**src/rtl/ctrl_pkg.sv**
```systemverilog
// Shared definitions for the FemtoRV32 control pipeline: opcodes, the
// control bundle layout, halt causes and the halt FSM state encoding.
package ctrl_pkg;

  // Width of the control bundle carried down the pipe
  localparam int CTRL_BUNDLE_W = 13;

  // instr[6:2] opcode values understood by the decoder
  localparam logic [4:0] OPC_LOAD   = 5'b00000;
  localparam logic [4:0] OPC_STORE  = 5'b01000;
  localparam logic [4:0] OPC_BRANCH = 5'b11000;
  localparam logic [4:0] OPC_OPIMM  = 5'b00100;
  localparam logic [4:0] OPC_R      = 5'b01100;
  localparam logic [4:0] OPC_JAL    = 5'b11011;
  localparam logic [4:0] OPC_JALR   = 5'b11001;
  localparam logic [4:0] OPC_AUIPC  = 5'b00101;
  localparam logic [4:0] OPC_LUI    = 5'b01101;
  localparam logic [4:0] OPC_SYSTEM = 5'b11100;

  // Bit offsets of each field inside the bundle
  localparam int B_BRANCH   = 12;
  localparam int B_MEMREAD  = 11;
  localparam int B_MEMTOREG = 10;
  localparam int B_ALUOP_HI = 9;
  localparam int B_ALUOP_LO = 8;
  localparam int B_MEMWRITE = 7;
  localparam int B_ALUSRC   = 6;
  localparam int B_REGWRITE = 5;
  localparam int B_ITYPE    = 4;
  localparam int B_AJ_HI    = 3;
  localparam int B_AJ_LO    = 2;
  localparam int B_LUI      = 1;
  localparam int B_SPARE    = 0;

  // Field encodings
  localparam logic [1:0] ALUOP_ADD  = 2'b00;
  localparam logic [1:0] ALUOP_BR   = 2'b01;
  localparam logic [1:0] ALUOP_FUNC = 2'b10;
  localparam logic [1:0] ALUOP_JAL  = 2'b11;
  localparam logic [1:0] AJ_NONE    = 2'b00;
  localparam logic [1:0] AJ_JUMP    = 2'b01;
  localparam logic [1:0] AJ_AUIPC   = 2'b11;

  // Packed view of the bundle; field order matches the offsets above
  typedef struct packed {
    logic       branch;
    logic       memread;
    logic       memtoreg;
    logic [1:0] aluop;
    logic       memwrite;
    logic       alusrc;
    logic       regwrite;
    logic       i_type;
    logic [1:0] aj;
    logic       lui;
    logic       spare;
  } ctrl_t;

  typedef enum logic [1:0] {
    CAUSE_NONE = 2'b00,
    CAUSE_SYS  = 2'b01,
    CAUSE_ILL  = 2'b10
  } halt_cause_e;

  typedef enum logic [1:0] {
    ST_RUN   = 2'b00,
    ST_DRAIN = 2'b01,
    ST_HALT  = 2'b10
  } state_e;

endpackage

```
**src/rtl/ctrl_decode.sv**
```systemverilog
// Combinational opcode decoder: instr[6:2] -> control bundle plus the
// SYSTEM and illegal-opcode markers. Marked opcodes decode to all zeros.
module ctrl_decode
  import ctrl_pkg::*;
(
  input  logic [4:0]               opcode,
  output logic [CTRL_BUNDLE_W-1:0] ctrl,
  output logic                     sys,
  output logic                     ill
);

  ctrl_t c;

  // Decode table; every output defaults to zero so nothing latches
  always_comb begin
    c   = '0;
    sys = 1'b0;
    ill = 1'b0;
    unique case (opcode)
      OPC_R: begin
        c.aluop    = ALUOP_FUNC;
        c.regwrite = 1'b1;
      end
      OPC_LOAD: begin
        c.memread  = 1'b1;
        c.memtoreg = 1'b1;
        c.alusrc   = 1'b1;
        c.regwrite = 1'b1;
      end
      OPC_STORE: begin
        c.memwrite = 1'b1;
        c.alusrc   = 1'b1;
      end
      OPC_BRANCH: begin
        c.branch = 1'b1;
        c.aluop  = ALUOP_BR;
      end
      OPC_OPIMM: begin
        c.aluop    = ALUOP_FUNC;
        c.alusrc   = 1'b1;
        c.regwrite = 1'b1;
        c.i_type   = 1'b1;
      end
      OPC_JAL: begin
        c.branch   = 1'b1;
        c.aluop    = ALUOP_JAL;
        c.alusrc   = 1'b1;
        c.regwrite = 1'b1;
        c.aj       = AJ_JUMP;
      end
      OPC_JALR: begin
        c.aluop    = ALUOP_FUNC;
        c.alusrc   = 1'b1;
        c.regwrite = 1'b1;
        c.aj       = AJ_JUMP;
      end
      OPC_AUIPC: begin
        c.alusrc   = 1'b1;
        c.regwrite = 1'b1;
        c.aj       = AJ_AUIPC;
      end
      OPC_LUI: begin
        c.aluop    = ALUOP_FUNC;
        c.alusrc   = 1'b1;
        c.regwrite = 1'b1;
        c.lui      = 1'b1;
      end
      OPC_SYSTEM: begin
        sys = 1'b1;
      end
      default: begin
        ill = 1'b1;
      end
    endcase
  end

  assign ctrl = c;

endmodule

```
**src/rtl/ctrl_pipe_unit.sv**
```systemverilog
// Registered control decode for the pipelined FemtoRV32 core. Carries the
// decoded bundle through STAGES registers with per-stage flush, and halts
// the core once a SYSTEM (or trapped illegal) instruction has drained out.
module ctrl_pipe_unit
  import ctrl_pkg::*;
#(
  parameter int STAGES   = 3,
  parameter int CTRL_W   = 13,
  parameter bit TRAP_ILL = 1'b1
) (
  input  logic                     clk,
  input  logic                     rst,
  input  logic                     id_valid,
  input  logic [4:0]               id_opcode,
  input  logic                     stall_id,
  input  logic [STAGES-1:0]        flush,
  output logic                     id_ready,
  output logic [STAGES*CTRL_W-1:0] stg_ctrl,
  output logic [STAGES-1:0]        stg_valid,
  output logic                     halted,
  output logic [1:0]               halt_cause
);

  generate
    if (CTRL_W != CTRL_BUNDLE_W) begin : g_bad_ctrl_w
      $error("ctrl_pipe_unit: CTRL_W must equal the package bundle width");
    end
    if (STAGES < 1 || STAGES > 4) begin : g_bad_stages
      $error("ctrl_pipe_unit: STAGES must be in 1..4");
    end
  endgenerate

  logic [CTRL_W-1:0] dec_ctrl;
  logic              dec_sys;
  logic              dec_ill;

  ctrl_decode u_decode (
    .opcode (id_opcode),
    .ctrl   (dec_ctrl),
    .sys    (dec_sys),
    .ill    (dec_ill)
  );

  state_e            state_q, state_d;
  halt_cause_e       cause_q, cause_d;
  logic [STAGES-1:0] valid_q, valid_d;
  logic [STAGES-1:0] sys_q, sys_d;
  logic [STAGES-1:0] ill_q, ill_d;
  logic [CTRL_W-1:0] ctrl_q [STAGES];
  logic [CTRL_W-1:0] ctrl_d [STAGES];

  logic              in_valid;
  logic              in_sys;
  logic              in_ill;
  logic [CTRL_W-1:0] in_ctrl;

  // Accept from ID only while running and not stalled
  always_comb begin
    id_ready = id_valid & ~stall_id & (state_q == ST_RUN);
    in_sys   = id_ready & dec_sys;
    in_ill   = id_ready & dec_ill & TRAP_ILL;
    in_valid = id_ready & (~dec_ill | TRAP_ILL);
    in_ctrl  = in_valid ? dec_ctrl : '0;
  end

  // Next contents of every stage: a flush or an empty source yields a bubble
  always_comb begin
    valid_d = '0;
    sys_d   = '0;
    ill_d   = '0;
    for (int k = 0; k < STAGES; k++) begin
      ctrl_d[k] = '0;
    end
    if (!flush[0]) begin
      valid_d[0] = in_valid;
      sys_d[0]   = in_sys;
      ill_d[0]   = in_ill;
      ctrl_d[0]  = in_ctrl;
    end
    for (int k = 1; k < STAGES; k++) begin
      if (!flush[k]) begin
        valid_d[k] = valid_q[k-1];
        sys_d[k]   = sys_q[k-1];
        ill_d[k]   = ill_q[k-1];
        ctrl_d[k]  = ctrl_q[k-1];
      end
    end
  end

  logic mark_killed;
  logic mark_leaving;
  logic others_idle;

  // Halt FSM: enter DRAIN on a marked slot, fall back if it is flushed,
  // halt once it leaves the last stage with nothing else in flight
  always_comb begin
    state_d      = state_q;
    cause_d      = cause_q;
    mark_killed  = 1'b0;
    others_idle  = 1'b1;
    mark_leaving = sys_q[STAGES-1] | ill_q[STAGES-1];
    for (int k = 1; k < STAGES; k++) begin
      if (flush[k] && (sys_q[k-1] || ill_q[k-1])) begin
        mark_killed = 1'b1;
      end
    end
    for (int k = 0; k < STAGES - 1; k++) begin
      if (valid_q[k]) begin
        others_idle = 1'b0;
      end
    end
    case (state_q)
      ST_RUN: begin
        if ((in_sys || in_ill) && !flush[0]) begin
          state_d = ST_DRAIN;
        end
      end
      ST_DRAIN: begin
        if (mark_killed) begin
          state_d = ST_RUN;
        end else if (mark_leaving && others_idle) begin
          state_d = ST_HALT;
          cause_d = sys_q[STAGES-1] ? CAUSE_SYS : CAUSE_ILL;
        end
      end
      ST_HALT: begin
        state_d = ST_HALT;
      end
      default: begin
        state_d = ST_RUN;
      end
    endcase
  end

  // State, cause, markers and stage registers
  always_ff @(posedge clk or posedge rst) begin
    if (rst) begin
      state_q <= ST_RUN;
      cause_q <= CAUSE_NONE;
      valid_q <= '0;
      sys_q   <= '0;
      ill_q   <= '0;
      for (int k = 0; k < STAGES; k++) begin
        ctrl_q[k] <= '0;
      end
    end else begin
      state_q <= state_d;
      cause_q <= cause_d;
      valid_q <= valid_d;
      sys_q   <= sys_d;
      ill_q   <= ill_d;
      for (int k = 0; k < STAGES; k++) begin
        ctrl_q[k] <= ctrl_d[k];
      end
    end
  end

  // Flatten the stage bundles onto the output bus
  always_comb begin
    stg_ctrl = '0;
    for (int k = 0; k < STAGES; k++) begin
      stg_ctrl[k*CTRL_W +: CTRL_W] = ctrl_q[k];
    end
  end

  assign stg_valid  = valid_q;
  assign halted     = (state_q == ST_HALT);
  assign halt_cause = cause_q;

endmodule

```
**config.mk**
```make
export PLATFORM = sky130hd
export DESIGN_NAME = ctrl_pipe_unit
export DESIGN_NICKNAME = d
export VERILOG_FILES = /design/src/rtl/ctrl_pkg.sv /design/src/rtl/ctrl_decode.sv /design/src/rtl/ctrl_pipe_unit.sv
export SDC_FILE = /design/constraint.sdc
export NUM_CORES = 1
export LEC_CHECK = 0
export CAP_MARGIN = 30
export CORE_MARGIN = 4
export CORE_UTILIZATION = 35
export DETAILED_ROUTE_END_ITERATION = 10
export PLACE_DENSITY = 0.72
export SLEW_MARGIN = 20
export SYNTH_ARGS = -nofsm -noshare
export SYNTH_HDL_FRONTEND = slang
export SYNTH_SLANG_ARGS = --single-unit
```
**constraint.sdc**
```tcl
create_clock -name clk -period 1.3 [get_ports clk]
set_input_delay 0.13 -clock clk [delete_from_list [all_inputs] [get_ports clk]]
set_output_delay 0.13 -clock clk [all_outputs]
set_load 0.01 [all_outputs]
```
Yosys cells after proc, flatten, opt, wreduce, memory -nomap -nowiden

Cells that the tools add are included.

Flip-flop bits (word level): 52

Bitwise operators: 7
Equality and inequality tests: 13
Mux-type cells: 33
Reductions and logical operators: 18

Operators with widths:

| kind                                                             | number |
|---|---|
| 13-bit two-way mux                                               | 4 |
| 1-bit two-way mux                                                | 21 |
| 5-bit == test (second input constant)                            | 4 |
| 5-bit by 4-bit == test with 1-bit output (second input constant) | 3 |
| 7-bit OR reduction                                               | 2 |
| 2-bit case mux with 3 select lines                               | 2 |
| 5-bit by 3-bit == test with 1-bit output (second input constant) | 2 |
| 2-bit two-way mux                                                | 5 |
| 10-bit OR reduction                                              | 1 |
| 5-bit logical NOT                                                | 1 |
| 1-bit AND                                                        | 4 |
| 1-bit logical AND                                                | 4 |
| 2-bit case mux with 2 select lines                               | 1 |
| 2-bit OR reduction                                               | 2 |
| 4-bit OR reduction                                               | 1 |
| 1-bit logical OR                                                 | 3 |
| 3-bit != test (second input constant)                            | 1 |
| 3-bit AND reduction                                              | 1 |
| 2-bit by 1-bit == test with 1-bit output (second input constant) | 1 |
| 2-bit == test (second input constant)                            | 1 |
| 2-bit logical NOT                                                | 1 |
| 2-bit by 1-bit != test with 1-bit output (second input constant) | 1 |
| 1-bit NOT                                                        | 2 |
| 2-bit AND reduction                                              | 1 |
| 2 further kinds                                                  | 2 |

Depth between registers and ports, before layout

Gate-level depths: netlist of the first run.

Depth after elaboration: 8
Depth in mapped cells: 5
Gate-level depth less buffers: 5

By module

A second synthesis of the first run with hierarchy kept.

Cells, all modules: 152
Area total of the unflattened synthesis: 2,010.7 sq um

By module, submodules not included:

| module         | cells an instance | times used | sequential area each (sq um) | area an instance (sq um) |
|---|---|---|---|---|
| ctrl_pipe_unit | 119               | 1          | 1,301.2                      | 1,756.7 |
| ctrl_decode    | 33                | 1          | 0.0                          | 254.0 |

Least setup slack after synthesis of the first run

OpenSTA, ideal clock, no wires.

Path type: register -> register
Start point: register valid_q[0] (netlist: stg_valid[0])
End point: register cause_q[0] (netlist: halt_cause[0])
Slack: -0.033 ns
Stages on the path, launching flop included: 4
Arrival: 1.208 ns
Library setup time: 0.125 ns
Cells stage by stage: dfrtp_1 > nor3_1 > and3_1 > mux2_4

Word-level cells in the longest chain between the ends: 4

RTL lines:

| element                         | RTL line              | text |
|---|---|---|
| start: declaration              | ctrl_pipe_unit.sv:46  | `logic [STAGES-1:0] valid_q, valid_d;` |
| start signal: assignment        | ctrl_pipe_unit.sv:149 | `valid_q <= valid_d;` |
| 1-bit two-way mux (2 in series) | ctrl_pipe_unit.sv:108 | `if (valid_q[k]) begin` |
| 1-bit logical AND               | ctrl_pipe_unit.sv:121 | `end else if (mark_leaving && others_idle) begin` |
| 3-bit AND reduction (no line)   | n/a                   |  |
| end signal: assignment          | ctrl_pipe_unit.sv:148 | `cause_q <= cause_d;` |
| end: declaration                | ctrl_pipe_unit.sv:45  | `halt_cause_e cause_q, cause_d;` |

No other way between the ends.
A chain may end at the register's enable or synchronous reset.

Final worst setup path of the first run

Start point: register ill_q[0]
End point: register cause_q[0] (netlist: halt_cause[0])

Word-level cells in the longest chain between the ends: 6

RTL lines:

| element                         | RTL line              | text |
|---|---|---|
| start: declaration              | ctrl_pipe_unit.sv:48  | `logic [STAGES-1:0] ill_q, ill_d;` |
| start signal: assignment        | ctrl_pipe_unit.sv:151 | `ill_q <= ill_d;` |
| 1-bit logical OR                | ctrl_pipe_unit.sv:103 | `if (flush[k] && (sys_q[k-1] \|\| ill_q[k-1])) begin` |
| 1-bit logical AND               | ctrl_pipe_unit.sv:103 |  |
| 1-bit two-way mux (2 in series) | ctrl_pipe_unit.sv:103 |  |
| 1-bit NOT (no line)             | n/a                   |  |
| 3-bit AND reduction (no line)   | n/a                   |  |

No other way between the ends.

==> impl_metrics.csv, run 1 <==
group,metric,value,unit
setup_path,slowest_delay,370,ps
global_route,grt.total_usage,12.3,%
finish,area_growth,50.3,%
clocking,cts_tree,"yes",
global_route,grt_pass1_wl,5870,um
clocking,htree_levels,2,
setup_path,worstPathCellList,"o21ai_0 -> and3b_1 -> and3_4 -> mux2_4",
placed_design,dp_hpwl,2820,um
yosys,synth_edf_count,0,
global_route,grt_pass1_vias,1248,
yosys,syn_inst,146,
detailed_routing,initialDrtViolationCount,31,
detailed_routing,first_pass_iters,4,
setup_path,criticalPathCategory,"register to register",
clocking,numCtsBuffers,5,
finish,num-nets-final,236,
clocking,cts.sinks,46,
clocking,cts_root_buf,"clkbuf_8",
detailed_routing,vias_per_cell,4.31,
yosys,synth-compound-area-share,5.50,%
run_status,violations,"negative setup slack",
timing,hold_viol_final,0,
finish,final_area,2700,um^2
power,power_density,991,nW/um^2
power,peakVddDrop,483,uV
setup_path,crit_fanout,3,
setup_path,crit_family,"simple AND/OR/NAND/NOR gates",
yosys,async_flop_share,100,%
timing,rsz0062_at_grt,"yes",
setup_path,start_kind,"register",
global_route,grt_antenna_before_repair,0,
placed_design,pre_cts_ws,-264,ps
setup_path,r2r-start,"ill_q[0]",
power,leakage,1.57,nW
timing,fin_skew,2.84,ps
floorplan,initial_core_util,37.1,%
detailed_routing,drt_wl_total,3580,um
global_route,globalRouteOverflowTotal,0,
yosys,ys_warn_count,0,
floorplan,core,4850,um^2
detailed_routing,drc,0,
placed_design,postPlaceCellArea,2550,um^2
timing,finalSetupViolations,11,
setup_path,crit_buf_inv,0,
placed_design,port_buffers,54,
yosys,synth_top_family_by_area,"simple AND/OR/NAND/NOR gates",
clocking,clk_latency,280,ps
timing,slew_violations,0,
floorplan,die_y,79.7,um
setup_path,r2r_slack,-110,ps
placed_design,dp.cells,281,
placed_design,gp_congestion,0.769,
detailed_routing,wl_per_cell,12.3,um
clocking,clk_pin_slew,70,ps
timing,post-route-period-util,108,%
yosys,avgSynthCellArea,12.3,um^2
finish,final_core_util,55.7,%
setup_path,path_depth,4,
run_status,status,"finished with violations",
finish,fillCellCount,430,
yosys,synth_top_cell_by_area,"dfrtp_1",
timing,fin_crit,1410,ps
min_path,hold_path.class,"input pin to async pin",
yosys,synthMuxAreaShare,1.39,%
yosys,yosys.area_share.simple,22.3,%
detailed_routing,drtAntennaViolNets,0,
setup_path,r2r_end,"halt_cause[0]",
global_route,grt_start_max_net_pins,27,
yosys,synth_fa_ha_area_share,0,%
job,drv_cap,0,
yosys,synthTopCellsByArea,"dfrtp_1 64%, nor2b_1 10%, buf_4 2.9%, nor3_1 1.7%, nand2_1 1.7%",
yosys,synth_xor_area_share,0.487,%
finish,drive_above_1_share,25.4,%
yosys,ys.flop_type,"dfrtp_1",
yosys,ys_ff_latch,46,
setup_path,slowest_stage,"dfrtp_1",
clocking,cts.path.max_buffers,2,
timing,max_freq,0.711,GHz
floorplan,fp.dieArea,6340,um^2
yosys,synth_seq_area_share,64.1,%
setup_path,required,1470,ps
floorplan,num_rows,25,
finish,fin_cells,291,
setup_path,r2r_cells,4,
timing,fin_ws,-107,ps
detailed_routing,vias,1255,
yosys,synth_area,1800,um^2
clocking,holdBufCountCts,0,
floorplan,boundaryPins,58,
floorplan,die-width,79.7,um
setup_path,crit_arrival,1580,ps
setup_path,critPathCaptureType,"register",
finish,n_antenna_cell,0,
yosys,synth_top_area_share,64.1,%
yosys,ys_types,34,
-- routing by layer --
layer	vias up	track usage [%]	wire length (um)
li1	626	-	-
met1	589	14.0	1430
met2	35	21.2	1900
met3	5	2.60	169
met4	0	7.22	76
met5	-	0	0
-- repair_timing --
item / 4_1_cts / 5_1_grt
setup endpoints to repair: 49 / 29
gates resized for setup: 44 / 22
gates cloned: 0 / 0
pin swaps: 1 / 2
setup buffers: 1 / 2
endpoints found under the hold margin: 0 / 0
-- synth_stat cells (3+ instances only) --
cell,instances
a21oi_1,5
buf_2,3
buf_4,7
clkbuf_1,3
dfrtp_1,46
inv_1,4
nand2_1,8
nor2_1,6
nor2b_1,30
nor3_1,6
o21ai_0,3
-- per-stage QoR --
step	total power, W	hold slack (ps)	setup TNS, ps
final	0.00267	126	-434
after global routing	0.00281	136	-1630
after CTS	0.00268	116	-832
after detailed placement	0.00190	439	-3630
after global placement	0.00189	420	-3540
after floorplan	0.00171	196	0
-- area by class of cell --
class                   count  area (um^2)  area share (%)
well taps                  67         83.8            3.10
repair buffers             83          766            28.4
flip-flops and latches     46         1150            42.6
inverters                   5         18.8           0.695
multi-input cells          83          604            22.4
clock buffers               7         76.3            2.83
-- cells by family after synthesis --
group           count (synthesis)
simple gates                   64
flops                          46
buf+inv                        19
compound gates                 13
mux                             2
xor+xnor                        1
other cells                     1
-- registers in the layout, summed over array words and instances, names as in the netlist --
| register | count |
|---|---|
| state_q | 2 |
| stg_ctrl | 33 |
| stg_valid | 3 |
| ill_q | 3 |
| sys_q | 3 |
| halt_cause | 2 |
-- placed cells by master, fill, tap and decap left out, types with 2 or more instances in the layout --
cell / instances
a21oi_1: 4
buf_2: 2
buf_4: 23
buf_6: 5
clkbuf_1: 2
clkbuf_8: 5
clkdlybuf4s50_1: 11
conb_1: 3
dfrtp_1: 46
dlygate4sd2_1: 31
dlymetal6s2s_1: 10
inv_1: 3
inv_2: 2
nand2_1: 8
nor2_1: 5
nor2b_1: 30
nor3_1: 2
nor3_2: 4
nor3_4: 2
nor4_2: 2
o21ai_0: 3
or4_1: 2
-- worst max path at each step --
stage,to,slack [ps],from
floorplan,stg_ctrl[6],8,state_q[1]
global placement,id_ready,-280,stall_id
detailed placement,state_q[0],-260,id_opcode[4]
CTS,stg_ctrl[7],-100,state_q[0]
global route,stg_ctrl[3],-150,state_q[0]
finish,halt_cause[0],-110,ill_q[0]
-- where the power goes --
group / internal (W) / switching, W / total (W)
clock network: 0.000370 / 0.000401 / 0.000770
registers: 0.00146 / 0.0000286 / 0.00149
logic: 0.000220 / 0.000193 / 0.000413
No activity file was read; power rests on OpenSTA's default activity.
==> run 2: changes to the inputs <==
Settings changed: CORE_UTILIZATION 35 to 31, PLACE_DENSITY 0.72 to 0.66.
==> run 2 against run 1 <==
Effect of this change: the run still ends with negative setup slack left; utilization is 6.4 points lower; global-route usage is 1.5 points lower; worst hold slack worse by 55 ps; first-iteration DRC count is 6.5% lower; largest cell class unchanged; sequential share of layout area is 0.73 points lower.
==> impl_metrics.csv, run 2 (synthesis gave the netlist of run 1 again) <==
group,metric,value,unit
run_status,status,"finished with violations",
run_status,violations,"negative setup slack",
finish,final_core_util,49.3,%
floorplan,initial_core_util,32.2,%
placed_design,dp_hpwl,2790,um
timing,post-route-period-util,109,%
detailed_routing,wl_per_cell,12.4,um
finish,num-nets-final,238,
clocking,cts.path.max_buffers,2,
clocking,htree_levels,2,
finish,area_growth,53.1,%
detailed_routing,vias_per_cell,4.33,
timing,rsz0062_at_grt,"yes",
detailed_routing,drt_wl_total,3690,um
timing,hold_ws,70.4,ps
timing,finalSetupViolations,11,
timing,fin_ws,-122,ps
global_route,globalRouteOverflowTotal,0,
finish,drive_above_1_share,29.2,%
timing,max_freq,0.703,GHz
clocking,clk_latency,290,ps
floorplan,num_rows,27,
setup_path,slowest_stage,"dfrtp_1",
power,peakVddDrop,489,uV
finish,final_area,2750,um^2
detailed_routing,first_pass_iters,4,
detailed_routing,drtAntennaViolNets,0,
floorplan,fp.dieArea,7080,um^2
timing,fin_crit,1420,ps
global_route,grt_pass1_vias,1322,
setup_path,critPathCaptureType,"register",
clocking,clk_pin_slew,80,ps
clocking,numCtsBuffers,5,
setup_path,worstPathCellList,"buf_6 -> nor4b_4 -> nand2b_4 -> buf_6 -> a311oi_2",
power,power_density,993,nW/um^2
setup_path,start_kind,"register",
global_route,grt_start_max_net_pins,38,
setup_path,criticalPathCategory,"register to register",
placed_design,port_buffers,54,
placed_design,gp_congestion,0.748,
clocking,cts_root_buf,"clkbuf_8",
setup_path,crit_fanout,6,
clocking,holdBufCountCts,0,
clocking,cts.sinks,46,
detailed_routing,vias,1291,
setup_path,crit_family,"flip-flops",
power,leakage,1.53,nW
detailed_routing,drc,0,
global_route,grt.total_usage,10.8,%
timing,hold_viol_final,0,
floorplan,die_y,84.1,um
job,drv_cap,0,
finish,largest_reg_flops,33,
floorplan,core,5570,um^2
finish,fillCellCount,523,
setup_path,cpMostUsedCell,"buf_6",
placed_design,postPlaceCellArea,2550,um^2
setup_path,slowest_delay,410,ps
clocking,cts_tree,"yes",
setup_path,crit_buf_inv,2,
floorplan,boundaryPins,58,
timing,fin_skew,8.96,ps
setup_path,required,1490,ps
setup_path,crit_arrival,1610,ps
min_path,hold_path.class,"input pin to async pin",
finish,final_cell_mix,"45 x dfrtp_1, 30 x nor2b_1, 29 x dlygate4sd2_1",
floorplan,die-width,84.1,um
timing,slew_violations,0,
global_route,grt_pass1_wl,6100,um
finish,n_antenna_cell,0,
global_route,grt_antenna_before_repair,0,
finish,layout_commonest_cell,"dfrtp_1",
detailed_routing,initialDrtViolationCount,29,
-- run 2: worst paths after layout --
kind                           endpoint  cells after the start  slack, ps         start
min in group clk            stg_ctrl[3]                      2        240  id_opcode[4]
max in group asynchronous    state_q[0]                      3        780           rst
min reg2reg                stg_ctrl[15]                      1        480   stg_ctrl[2]
max                         stg_ctrl[6]                      5       -120    state_q[1]
max reg2reg                 stg_ctrl[6]                      5       -120    state_q[1]
min                            sys_q[1]                      2         70           rst
-- run 2: power breakdown --
part           switching, W  internal, W  total (W)
registers         0.0000367      0.00146    0.00150
clock network      0.000428     0.000361   0.000788
logic              0.000195     0.000246   0.000442
-- run 2: timing repair --
item	4_1_cts	5_1_grt
endpoints found under the setup margin	46	27
resized for setup	59	15
setup buffers	4	2
hold endpoints to repair	0	0
pin swaps	6	3
-- run 2: layout make-up --
type	instances	area, um^2	area share [%]
inverters	5	18.8	0.682
flip-flops and latches	46	1150	41.9
repair buffers	85	786	28.6
multi-input cells	83	624	22.7
clock buffers	5	68.8	2.50
well taps	72	90.1	3.28
clock inverters	2	10.0	0.364
-- run 2: through the flow --
stage	total power, W	std cells	setup slack (ps)	TNS [ps]
6_report	0.00273	298	-122	-634
5_1_grt	0.00288	298	-192	-1690
4_1_cts	0.00272	296	-130	-579
3_5_place_dp	0.00189	285	-273	-3400
3_3_place_gp	0.00189	285	-249	-2920
2_1_floorplan	0.00171	148	7.68	0
-- run 2: per-layer routing --
metal,part of all wire (%),GRT usage [%],wire length (um),vias to the layer above
met5,0,0,0,-
met4,3.4,6.43,124,0
met3,6.9,3.14,253,13
met2,52,19.6,1930,47
met1,37,10.9,1380,606
li1,-,-,-,625
